### src/rtl/sweeper_pkg.sv
// Shared types and elaboration-time pyramid geometry for the multiscale window sweeper.
package sweeper_pkg;

  localparam int CNT_W   = 16;
  localparam int RATIO_W = 22;

  typedef enum logic [1:0] {ST_IDLE, ST_SWEEP, ST_FLUSH} sweep_state_t;

  function automatic int sc_width(input int n);
    return (n > 1) ? $clog2(n) : 1;
  endfunction

  // floor(dim * q^s) with q in Q0.16, accumulated with 32 fractional bits.
  function automatic int scaled_dim(input int dim, input int q16, input int s);
    longint acc;
    acc = longint'(dim) <<< 32;
    for (int i = 0; i < s; i++) acc = (acc * longint'(q16)) >>> 16;
    return int'(acc >>> 32);
  endfunction

  function automatic int span(input int dim, input int q16, input int s, input int win);
    return scaled_dim(dim, q16, s) - win;
  endfunction

  function automatic int hop_max(input int bound, input int stride);
    return (bound / stride) * stride;
  endfunction

  function automatic int ratio(input int dim, input int q16, input int s);
    return ((dim <<< 16) / scaled_dim(dim, q16, s)) + 1;
  endfunction

endpackage

### src/rtl/stride_counter.sv
// Wrapping up-counter with programmable step and inclusive maximum.
module stride_counter #(
  parameter int W = 16
) (
  input  logic         clk,
  input  logic         rst,
  input  logic [W-1:0] step,
  input  logic [W-1:0] max,
  input  logic         inc,
  output logic [W-1:0] count,
  output logic         wrap
);

  logic [W:0] sum;

  assign sum  = {1'b0, count} + {1'b0, step};
  assign wrap = (sum > {1'b0, max});

  always_ff @(posedge clk) begin
    if (rst)      count <= '0;
    else if (inc) count <= wrap ? '0 : sum[W-1:0];
  end

endmodule

### src/rtl/multiscale_sweeper.sv
// Sweeps every pixel of every detection window across an image pyramid and maps
// each scaled coordinate back to the source image, with valid/ready output.
module multiscale_sweeper
  import sweeper_pkg::*;
#(
  parameter int IMG_WIDTH  = 41,
  parameter int IMG_HEIGHT = 50,
  parameter int WIN_W      = 25,
  parameter int WIN_H      = 25,
  parameter int STRIDE_X   = 1,
  parameter int STRIDE_Y   = 2,
  parameter int SCALE_NUM  = 2,
  parameter int SCALE_Q16  = 49152
) (
  input  logic                                clk,
  input  logic                                rst,
  input  logic                                start,
  output logic                                busy,
  output logic                                done,
  output logic                                addr_valid,
  input  logic                                addr_ready,
  output logic [$clog2(IMG_WIDTH)-1:0]        x,
  output logic [$clog2(IMG_HEIGHT)-1:0]       y,
  output logic [sc_width(SCALE_NUM)-1:0]      scale,
  output logic                                win_first,
  output logic                                win_last,
  output logic                                frame_last
);

  localparam int XW   = $clog2(IMG_WIDTH);
  localparam int YW   = $clog2(IMG_HEIGHT);
  localparam int SW_W = sc_width(SCALE_NUM);
  localparam int PW   = CNT_W + 1 + RATIO_W;

  logic [CNT_W-1:0]   hx_max_tab [SCALE_NUM];
  logic [CNT_W-1:0]   hy_max_tab [SCALE_NUM];
  logic [RATIO_W-1:0] rx_tab     [SCALE_NUM];
  logic [RATIO_W-1:0] ry_tab     [SCALE_NUM];

  for (genvar g = 0; g < SCALE_NUM; g++) begin : g_scale
    localparam int BXG = span(IMG_WIDTH,  SCALE_Q16, g, WIN_W);
    localparam int BYG = span(IMG_HEIGHT, SCALE_Q16, g, WIN_H);
    if (BXG < 0 || BYG < 0) begin : g_bad
      $error("detection window does not fit scaled image at scale %0d", g);
    end
    assign hx_max_tab[g] = CNT_W'(hop_max(BXG, STRIDE_X));
    assign hy_max_tab[g] = CNT_W'(hop_max(BYG, STRIDE_Y));
    assign rx_tab[g]     = RATIO_W'(ratio(IMG_WIDTH,  SCALE_Q16, g));
    assign ry_tab[g]     = RATIO_W'(ratio(IMG_HEIGHT, SCALE_Q16, g));
  end

  function automatic logic [XW-1:0] sat_x(input logic [PW-1:0] v);
    if (v > PW'(IMG_WIDTH - 1)) return XW'(IMG_WIDTH - 1);
    return v[XW-1:0];
  endfunction

  function automatic logic [YW-1:0] sat_y(input logic [PW-1:0] v);
    if (v > PW'(IMG_HEIGHT - 1)) return YW'(IMG_HEIGHT - 1);
    return v[YW-1:0];
  endfunction

  sweep_state_t     state;
  logic             adv;
  logic [CNT_W-1:0] px_cnt, py_cnt, hx_cnt, hy_cnt;
  logic             px_wrap, py_wrap, hx_wrap, hy_wrap;
  logic [SW_W-1:0]  sc_cnt;
  logic             last_scale;

  // Counters hold the coordinate to present on the next load, one ahead of the outputs.
  assign adv = ((state == ST_IDLE) && start) ||
               ((state == ST_SWEEP) && addr_valid && addr_ready && !frame_last);
  assign last_scale = (sc_cnt == SW_W'(SCALE_NUM - 1));

  stride_counter #(.W(CNT_W)) u_px (
    .clk(clk), .rst(rst), .step(CNT_W'(1)), .max(CNT_W'(WIN_W - 1)),
    .inc(adv), .count(px_cnt), .wrap(px_wrap));
  stride_counter #(.W(CNT_W)) u_py (
    .clk(clk), .rst(rst), .step(CNT_W'(1)), .max(CNT_W'(WIN_H - 1)),
    .inc(adv && px_wrap), .count(py_cnt), .wrap(py_wrap));
  stride_counter #(.W(CNT_W)) u_hx (
    .clk(clk), .rst(rst), .step(CNT_W'(STRIDE_X)), .max(hx_max_tab[sc_cnt]),
    .inc(adv && px_wrap && py_wrap), .count(hx_cnt), .wrap(hx_wrap));
  stride_counter #(.W(CNT_W)) u_hy (
    .clk(clk), .rst(rst), .step(CNT_W'(STRIDE_Y)), .max(hy_max_tab[sc_cnt]),
    .inc(adv && px_wrap && py_wrap && hx_wrap), .count(hy_cnt), .wrap(hy_wrap));

  always_ff @(posedge clk) begin
    if (rst) sc_cnt <= '0;
    else if (adv && px_wrap && py_wrap && hx_wrap && hy_wrap)
      sc_cnt <= last_scale ? '0 : sc_cnt + SW_W'(1);
  end

  logic [CNT_W:0] x_sum, y_sum;
  logic [PW-1:0]  x_prod, y_prod;
  logic [XW-1:0]  x_nxt;
  logic [YW-1:0]  y_nxt;
  logic           wf_nxt, wl_nxt, fl_nxt;

  assign x_sum  = {1'b0, hx_cnt} + {1'b0, px_cnt};
  assign y_sum  = {1'b0, hy_cnt} + {1'b0, py_cnt};
  assign x_prod = PW'(x_sum) * PW'(rx_tab[sc_cnt]);
  assign y_prod = PW'(y_sum) * PW'(ry_tab[sc_cnt]);
  assign x_nxt  = sat_x(x_prod >> 16);
  assign y_nxt  = sat_y(y_prod >> 16);
  assign wf_nxt = (px_cnt == '0) && (py_cnt == '0);
  assign wl_nxt = px_wrap && py_wrap;
  assign fl_nxt = wl_nxt && hx_wrap && hy_wrap && last_scale;

  // Output stage: everything is registered and only changes on a load.
  always_ff @(posedge clk) begin
    if (rst) begin
      state      <= ST_IDLE;
      busy       <= 1'b0;
      done       <= 1'b0;
      addr_valid <= 1'b0;
      x          <= '0;
      y          <= '0;
      scale      <= '0;
      win_first  <= 1'b0;
      win_last   <= 1'b0;
      frame_last <= 1'b0;
    end else begin
      done <= 1'b0;
      if (adv) begin
        x          <= x_nxt;
        y          <= y_nxt;
        scale      <= sc_cnt;
        win_first  <= wf_nxt;
        win_last   <= wl_nxt;
        frame_last <= fl_nxt;
      end
      case (state)
        ST_IDLE: if (start) begin
          state      <= ST_SWEEP;
          busy       <= 1'b1;
          addr_valid <= 1'b1;
        end
        ST_SWEEP: if (addr_valid && addr_ready && frame_last) begin
          state      <= ST_FLUSH;
          busy       <= 1'b0;
          addr_valid <= 1'b0;
          done       <= 1'b1;
          win_first  <= 1'b0;
          win_last   <= 1'b0;
          frame_last <= 1'b0;
        end
        ST_FLUSH: state <= ST_IDLE;
        default:  state <= ST_IDLE;
      endcase
    end
  end

endmodule
### config.mk
export PLATFORM = sky130hd
export DESIGN_NAME = multiscale_sweeper
export DESIGN_NICKNAME = d
export VERILOG_FILES = /design/src/rtl/sweeper_pkg.sv /design/src/rtl/stride_counter.sv /design/src/rtl/multiscale_sweeper.sv
export SDC_FILE = /design/constraint.sdc
export NUM_CORES = 1
export LEC_CHECK = 0
export CORE_ASPECT_RATIO = 0.8
export CORE_MARGIN = 3
export CORE_UTILIZATION = 60
export DETAILED_ROUTE_END_ITERATION = 8
export GPL_TIMING_DRIVEN = 0
export HOLD_SLACK_MARGIN = 0.12
export PLACE_DENSITY = 0.88
export SLEW_MARGIN = 20
export SYNTH_ARGS = -nofsm -noshare
export SYNTH_HDL_FRONTEND = slang
export SYNTH_HIERARCHICAL = 1
export SYNTH_SLANG_ARGS = --single-unit
export TNS_END_PERCENT = 20
### constraint.sdc
create_clock -name clk -period 11.4 [get_ports clk]
set_input_delay 2.28 -clock clk [delete_from_list [all_inputs] [get_ports clk]]
set_output_delay 2.28 -clock clk [all_outputs]
set_load 0.05 [all_outputs]
After elaboration in Yosys (flattened, before gate mapping) --
Cells that the tools add are included.
Word-level totals: register bits after elaboration 85, bits of input ports 4, word-level logic and storage cells 98
Operators by class: $add $sub $neg 7, $mul 2, magnitude comparators 7, eq/ne operators 3, multiplexer cells 39, bitwise operators 2, reduce and logical (&&, ||, !) cells 24
Operators by type and width (count):
- 2-to-1 mux 16 bit | 8
- 2-to-1 mux 22 bit | 4
- multiplier 17 x 22 -> 39 bit | 2
- adder 16 x 1 -> 17 bit (second input constant) | 3
- greater-than comparator 23 x 6 -> 1 bit (second input constant) | 2
- adder 16 x 16 -> 17 bit | 2
- greater-than comparator 17 x 16 -> 1 bit | 2
- greater-than comparator 17 x 5 -> 1 bit (second input constant) | 2
- logical NOT 16 bit | 2
- 2-to-1 mux 15 bit | 2
- 2-to-1 mux 6 bit | 4
- adder 16 x 2 -> 17 bit (second input constant) | 1
- logical AND 1 bit | 15
- 2-to-1 mux 1 bit | 15
- 2-to-1 mux 5 bit | 2
- 2-to-1 mux 2 bit | 2
- case mux 2 bit (2 select lines) | 1
- AND reduction 3 bit | 1
- == test 2 x 1 -> 1 bit (second input constant) | 1
- >= comparator 2 bit (second input constant) | 1
- logical NOT 2 bit | 1
- inequality test 2 x 1 -> 1 bit (second input constant) | 1
- inequality test 2 bit (second input constant) | 1
- inverter 1 -> 2 bit | 1
- other kinds (8) | 8

Logic depth before layout (Yosys ltp) --
word-level depth 11, gate-level depth with buffers 37, depth with buffers taken out 36

By module --
The synthesis kept the hierarchy.
By module, submodules not included:
- multiscale_sweeper | times used 1, cells an instance 1601, area each 14388.8 um2, seq. area each 420.4 um2
- stride_counter | times used 4, cells an instance 227, area each 1826.8 um2, seq. area each 320.3 um2

Worst setup path after synthesis --
No wires, ideal clock.
path type register to register, from reg u_px.count[0], to reg x[5], data arrival time 8649 ps, data required time 11285 ps, setup slack 2637 ps, stages on the path, launching flop included 35, path buffers 0, cells stage by stage dfxtp_1 -> ha_1 -> inv_1 -> fa_1 -> nor2b_1 -> o21ai_0 -> nand2b_1 -> a21o_1 -> a31o_2 -> a41o_1 -> o41ai_2 -> o21ai_0 -> xor2_1 -> and2_1 -> fa_1 -> inv_1 -> fa_1 -> fa_1 -> inv_1 -> fa_1 -> fa_1 -> inv_1 -> fa_1 -> inv_1 -> ha_1 -> a21oi_1 -> nor2b_1 -> and3_1 -> o21ai_2 -> a311oi_2 -> o211ai_2 -> a21oi_2 -> mux2_4 -> or4_4 -> o21a_1
On the way: longest elaborated chain between the ends 5
RTL lines:
- from (decl) | RTL line stride_counter.sv:10 | output logic [W-1:0] count,
- from (signal assigned) | RTL line stride_counter.sv:21 | else if (inc) count <= wrap ? '0 : sum[W-1:0];
- adder 16 x 16 -> 17 bit (*) | RTL line multiscale_sweeper.sv:99 | assign x_sum = {1'b0, hx_cnt} + {1'b0, px_cnt};
- multiplier 17 x 22 -> 39 bit (*) | RTL line multiscale_sweeper.sv:101 | assign x_prod = PW'(x_sum) * PW'(rx_tab[sc_cnt]);
- greater-than comparator 23 x 6 -> 1 bit | RTL line multiscale_sweeper.sv:53 | if (v > PW'(IMG_WIDTH - 1)) return XW'(IMG_WIDTH - 1);
- 2-to-1 mux 1 bit | RTL line multiscale_sweeper.sv:53
- 2-to-1 mux 6 bit (*) | RTL line multiscale_sweeper.sv:54 | return v[XW-1:0];
- to (signal assigned) | RTL line multiscale_sweeper.sv:125 | x <= x_nxt;
- to (decl) | RTL line multiscale_sweeper.sv:22 | output logic [$clog2(IMG_WIDTH)-1:0] x,
Every way passes the cells marked *; elsewhere a longest branch is shown, timed or not. A chain may end at the register's enable or synchronous reset.

Worst setup path in the final report --
from reg u_px.count[0], to reg x[2]
The elaborated chain is that of the path after synthesis.

==> run_results.csv <==
group,metric,value,unit
pwr,irDropWorstVdd,84.55,uV
clocking,clockBufferDepth,2,
timing,finalCriticalPeriod,9.997,ns
final_layout,final_layout_size_suffix_gt1_share,3.174,%
route,remaining_drc_errors,0,
clocking,cts_tree,"done",
final_layout,final_common_cell,"inv_1",
timing,period_share,87.69,%
final_layout,final_cell_mix,"518 x inv_1, 443 x ha_1, 242 x fa_1, 192 x a21oi_1, 133 x conb_1",
route,routed_via_density,5.735,
timing,drv_slew,0,
yosys,syn_area_per_cell,8.647,um^2
route,ant_nets,0,
clocking,cts_root_buffer,"clkbuf_16",
floorplan,start_util,61.66,%
setup_path,worstSetupStartpointType,"flip-flop",
timing,finalHoldViolCount,0,
setup_path,r2r_start,"u_px/count[0]$_SDFFE_PP0P_",
min_path,worstHoldPathType,"flip-flop to flip-flop",
setup_path,cp.depth,34,
setup_path,worstPathMaxFanout,7,
floorplan,num_rows,61,
setup_path,cp_data_arrival_time,10.26,ns
route,wl,53.75,mm
yosys,ys_warn_count,6,
yosys,synth_ff_type,"dfxtp_1",
timing,rsz0062_at_grt,"no",
timing,fin_setup_tns,0,ns
timing,worstMarginPinSlew,1.006,ns
clocking,htreeDepth,3,
global_routing,grt_max_degree,17,
clocking,clock_latency,0.37,ns
min_path,hold_depth,2,
final_layout,layout.nets,3362,
floorplan,die_h,176.1,um
job,maxCapViolCount,0,
timing,setup_viol,0,
setup_path,max_stage_delay,0.59,ns
clocking,clkSlewWorstSetupHoldPaths,0.08,ns
global_routing,grt_overflow,0,
route,vias,18070,
floorplan,ios,23,
timing,finalClockSkew,0.01827,ns
setup_path,end_kind,"flip-flop",
clocking,cts_sinks,85,
setup_path,cp_common_cell,"fa_1",
floorplan,dieWidth,218.6,um
place,dpl.hpwl,46.04,mm
place,port_buffers,22,
pwr,power_density,100.4,nW/um^2
global_routing,grt_first_pass_wirelength,90.49,mm
setup_path,rrSetupSlack,1.40,ns
route,first_pass_iters,8,
setup_path,critPathKind,"flip-flop to flip-flop",
setup_path,crit_slowest_cell,"or4_4",
clocking,cts-buffers-inserted,9,
min_path,hp-start,"x[4]$_SDFFE_PP0N_",
run_status,outcome,"completed",
route,drt_iter0_markers,1548,
timing,relSlewSlack,32.93,%
global_routing,grt_pass1_vias,19040,
setup_path,r2r-end,"x[2]$_SDFFE_PP0N_",
setup_path,cp_top_family,"adder cells",
yosys,synth.yosys.seq_area_share,7.843,%
setup_path,worst-path-buf-inv,5,
place,placed_cells,3134,
yosys,synth_cells,2509,
pwr,power.leakage,12.88,nW
clocking,cts_resized,0,
yosys,synth_top_area_cell,"ha_1",
yosys,netlist_area,21700,um^2
route,wl_per_cell,17.06,um
yosys,ys_seq_elements,85,
final_layout,diodes,0,
yosys,synth.distinct_cells,82,
yosys,synth_top_area_share,25.55,%
floorplan,die_area,38490,um^2
yosys,synth_edf_count,0,
yosys,async_reset_ff_share,0,%
setup_path,worstRegToRegCells,34,
clocking,hold_buffers,0,
global_routing,antenna_found_initial,1,
yosys,synthTopCellsByArea,"ha_1 26%, fa_1 22%, inv_1 9.0%, dfxtp_1 7.8%, a21oi_1 4.4%",
final_layout,area_growth,7.417,%
global_routing,grt_util_all_layers,28.81,%
min_path,holdPathEnd,"x[4]$_SDFFE_PP0N_",
clocking,cts_setup_buffers,0,
place,gp_congestion,0.9852,
floorplan,core_area,35190,um^2
final_layout,layoutNonFillerInstCount,3150,
setup_path,required,11.66,ns
timing,fmax,100.0,MHz
==> layout make-up <==
| cell class | count | area (um^2) |
|---|---|---|
| multi-input combinational | 1984 | 18310 |
| sequential | 85 | 1702 |
| buffer | 51 | 231.5 |
| tap | 472 | 590.6 |
| clock inverter | 6 | 75.07 |
| inverter | 520 | 1952 |
| timing repair buffer | 22 | 220.2 |
| clock buffer | 10 | 229.0 |
| fill | 2665 | 11880 |
==> through the flow <==
| step | total power (W) | hold WS (ns) | area (um^2) | util (%) | setup WS (ns) |
|---|---|---|---|---|---|
| after floorplan | 0.001574 | 0.4390 | 22190 | - | 2.637 |
| after global placement | 0.001892 | 0.4372 | 23000 | 65.36 | 1.679 |
| after detailed placement | 0.001969 | 0.4421 | 23000 | 65.36 | 1.600 |
| after CTS | 0.002309 | 0.4505 | 23300 | 66.23 | 1.520 |
| after global routing | 0.002556 | 0.4870 | 23300 | 66.24 | 0.7967 |
| final | 0.002341 | 0.4474 | 23300 | 66.24 | 1.404 |
==> cell families after synthesis <==
group / synth area share [%]
muxes: 0.6459
and+or+nand+nor: 13.04
xor gates and xnor gates: 3.916
buffers and inverters: 10.06
other: 0.03461
adders and majority gates: 47.88
AOI/OAI and AO/OA: 16.58
DFF: 7.843
==> synthesized netlist by cell type, drive strengths merged (10+ instances only) <==
library cell    n
nand2          98
nor3           15
o211a          10
nand2b         75
clkbuf         36
a211o          11
a221oi         10
a21o           67
o211ai         10
a211oi         17
or2            11
xor2           36
nor2b          16
ha            443
nand4          17
dfxtp          85
o21a           27
buf            15
nor2          111
xnor2          61
nor4           18
fa            242
a21oi         197
o31ai          19
and3           23
and2           40
inv           518
o21ai          71
nand3         103
==> worst max-delay path by stage <==
| stage | from | endpoint |
|---|---|---|
| 5_1_grt | u_px/count[0]$_SDFFE_PP0P_ | x[2]$_SDFFE_PP0N_ |
| 3_3_place_gp | u_py/count[1]$_SDFFE_PP0P_ | y[0]$_SDFFE_PP0N_ |
| 4_1_cts | u_px/count[0]$_SDFFE_PP0P_ | x[2]$_SDFFE_PP0N_ |
| 2_1_floorplan | u_px/count[0]$_SDFFE_PP0P_ | x[5]$_SDFFE_PP0N_ |
| 6_report | u_px/count[0]$_SDFFE_PP0P_ | x[2]$_SDFFE_PP0N_ |
| 3_5_place_dp | u_py/count[1]$_SDFFE_PP0P_ | y[0]$_SDFFE_PP0N_ |
==> where the power goes <==
| group | leakage (nW) | total [W] | switching [W] | internal [W] |
|---|---|---|---|---|
| combinational | 12.0 | 0.00163 | 0.000995 | 0.000634 |
| clock | 0.151 | 0.000322 | 0.000147 | 0.000175 |
| sequential | 0.690 | 0.000390 | 0.0000497 | 0.000340 |
| total | 12.9 | 0.00234 | 0.00119 | 0.00115 |
==> flip-flops by register name (all words and copies together), names as in the netlist <==
name,flops
u_py/count,16
state,2
u_hy/count,16
frame_last,1
win_last,1
y,6
u_hx/count,16
u_px/count,16
scale,1
addr_valid,1
x,6
win_first,1
last_scale,1
done,1
==> routing by layer <==
layer / track usage, % / routed length, um / vias up
li1: - / - / 8615
met1: 37.01 / 23310 / 8691
met2: 47.04 / 24000 / 627
met3: 7.312 / 4426 / 130
met4: 10.79 / 2009 / 2
met5: 0 / 8 / -
==> tightest hold or removal path, stage by stage, from the launching register on <==
cell and delay [ns]:
dfxtp_1 0.31, nand2_1 0.05, o21ai_1 0.05
(Power assumes the default switching activity.)
==> RTL change: new RTL, same flow settings <==
Change the package constant `CNT_W` from 16 to 14.
--- a/src/rtl/sweeper_pkg.sv
+++ b/src/rtl/sweeper_pkg.sv
@@ -1,7 +1,7 @@
 // Shared types and elaboration-time pyramid geometry for the multiscale window sweeper.
 package sweeper_pkg;
 
-  localparam int CNT_W   = 16;
+  localparam int CNT_W   = 14;
   localparam int RATIO_W = 22;
 
   typedef enum logic [1:0] {ST_IDLE, ST_SWEEP, ST_FLUSH} sweep_state_t;
Formal check against the unedited RTL: same outputs for any inputs over 10 cycles, from zero or initial values and one cycle with rst high; that may be too few to reach the edited logic, so the function may still have changed.
==> RTL change against the original RTL <==
- sequential cell count is 8 lower
- routed wire length fell by 12%
- worst setup slack gained 0.95 ns
- cell area shrank 12%
- synthesized area is 13% lower
- fmax rose by 10%
- largest power group unchanged
- critical endpoint is now y[4]
- power fell by 3.7%
- critical path type unchanged
==> RTL change: results (changes against the original RTL) <==
| Metric | Value |
|---|---|
| Vias in the first global route | `16.2k (was 19.0k)` |
| Top cells by count, synth | `inv_1 (406), ha_1 (391), fa_1 (195) (was inv_1 (518), ha_1 (443), fa_1 (242))` |
| Worst Tran Pin Value | `1.12 ns (was 1.01 ns)` |
| Max Clock Skew | `0.0164 ns (was 0.0183 ns)` |
| Reg2Reg Launch Point | `u_py/count[1] (was u_px/count[0])` |
| Synth Area in XOR/XNOR | `4.29% (was 3.92%)` |
| Root buf cell | `clkbuf_16 (unchanged)` |
| CP Max Fanout | `9 (was 7)` |
| Critical Path AT | `9.30 ns (was 10.26 ns)` |
| Area contributors post-synth | `ha_1 (26%), fa_1 (21%), dfxtp_1 (8.1%) (was ha_1 (26%), fa_1 (22%), inv_1 (9.0%))` |
| Crit end category | `register (unchanged)` |
| Filler cell count | `2355 (was 2665)` |
| First-pass GRT wire length | `78.5 mm (was 90.5 mm)` |
| Pre-antenna DRT Iters | `5 (was 8)` |
| Initial antenna violation count | `0 (was 1)` |
| Fin crit period | `9.05 ns (was 10.0 ns)` |
| Layout cells sized above 1 | `3.83% (was 3.17%)` |
| Layout net count | `2910 (was 3362)` |
| Hold path cells | `2 (unchanged)` |
| Status | `complete, no violations (unchanged)` |
| Sequential fraction of the synthesis area | `8.13% (was 7.84%)` |
| Largest net degree at the start of global routing | `14 (was 17)` |
| Static leakage | `11.3 nW (was 12.9 nW)` |
| All-Layer GR Usage | `28.6% (was 28.8%)` |
| Reg2Reg Depth | `32 (was 34)` |
| Routed vias | `16.2k (was 18.1k)` |
| Slowest stage delay, CP | `0.56 ns (was 0.59 ns)` |
| DP HPWL | `39.4 mm (was 46.0 mm)` |
| Gpl congestion | `0.952 (was 0.985)` |
| Post-route setup TNS | `0 ns (unchanged)` |
| Clk slew on worst S/H paths | `0.06 ns (was 0.08 ns)` |
| Synth Area in Adders | `46.4% (was 47.9%)` |
| Slowest CP cell | `a2111oi_0 (was or4_4)` |
| CTS Buf Count | `9 (unchanged)` |
| Multiplexer area fraction after synthesis | `0.383% (was 0.646%)` |
| Final wirelength | `47.1 mm (was 53.7 mm)` |
| Library cells used by synthesis | `93 (was 82)` |
| Ant diodes | `0 (unchanged)` |
| Peak ir drop on the vdd network | `0.0763 mV (was 0.0846 mV)` |
| R2R setup slack | `2.35 ns (was 1.40 ns)` |
| Dpl ws | `2.57 ns (was 1.60 ns)` |
| Worst r2r dst | `y[4] (was x[2])` |
| Initial DRC Count | `1437 (was 1548)` |
[RTL change: logic make-up after synthesis]
group                      Yosys count
DFF                                 77
xor gates and xnor gates            92
AOI/OAI and AO/OA                  512
and+or+nand+nor                    446
muxes                                7
buffers and inverters              451
adders and majority gates          587
other                                2
[RTL change: final cells by class]
cell class	count	area share [%]
plain buffers	43	1.00
clock buffers	10	1.12
clock inverters	5	0.404
inverters	408	7.49
multi-input cells	1759	78.8
flip-flops and latches	77	7.54
well taps	413	2.53
repair buffers	22	1.08
[RTL change: how the worst min path moves through the flow]
stage | startpoint | end | slack [ns]
final | x[2] | x[2] | 0.44
after global routing | x[4] | x[4] | 0.47
after CTS | x[2] | x[2] | 0.45
after detailed placement | x[2] | x[2] | 0.44
after global placement | x[2] | x[2] | 0.43
after floorplan | state[1] | state[0] | 0.46
[RTL change: layer usage]
| layer | wire length [um] | GRT usage, % | part of all wire, % | up-vias |
|---|---|---|---|---|
| met4 | 1250 | 8.32 | 2.7 | 0 |
| li1 | - | - | - | 7721 |
| met2 | 21400 | 46.9 | 46 | 628 |
| met5 | 0 | 0 | 0 | - |
| met1 | 20600 | 38.6 | 44 | 7768 |
| met3 | 3850 | 5.48 | 8.2 | 101 |
[RTL change: per-stage QoR]
step           cell area [um^2]  instances  utilization (%)  total power [mW]
2_1_floorplan             19400       2287                -              1.52
3_3_place_gp              20100       2722             65.5              1.82
3_5_place_dp              20100       2722             65.5              1.88
4_1_cts                   20400       2737             66.5              2.22
5_1_grt                   20400       2737             66.5              2.46
6_report                  20400       2737             66.5              2.25
[RTL change: worst max-delay path: cells and delay by family (launching register included)]
| kind | cells | cell delay [ns] |
|---|---|---|
| adders and majority gates | 9 | 3.65 |
| AOI/OAI and AO/OA | 13 | 2.81 |
| DFF | 1 | 0.54 |
| and+or+nand+nor | 3 | 0.51 |
| muxes | 1 | 0.40 |
| xor gates and xnor gates | 1 | 0.54 |
| buffers and inverters | 5 | 0.47 |
[RTL change: where the power goes]
part | switching [mW] | internal, mW | total, mW
Clock | 0.131 | 0.192 | 0.323
Combinational | 0.944 | 0.611 | 1.55
Sequential | 0.0617 | 0.316 | 0.377
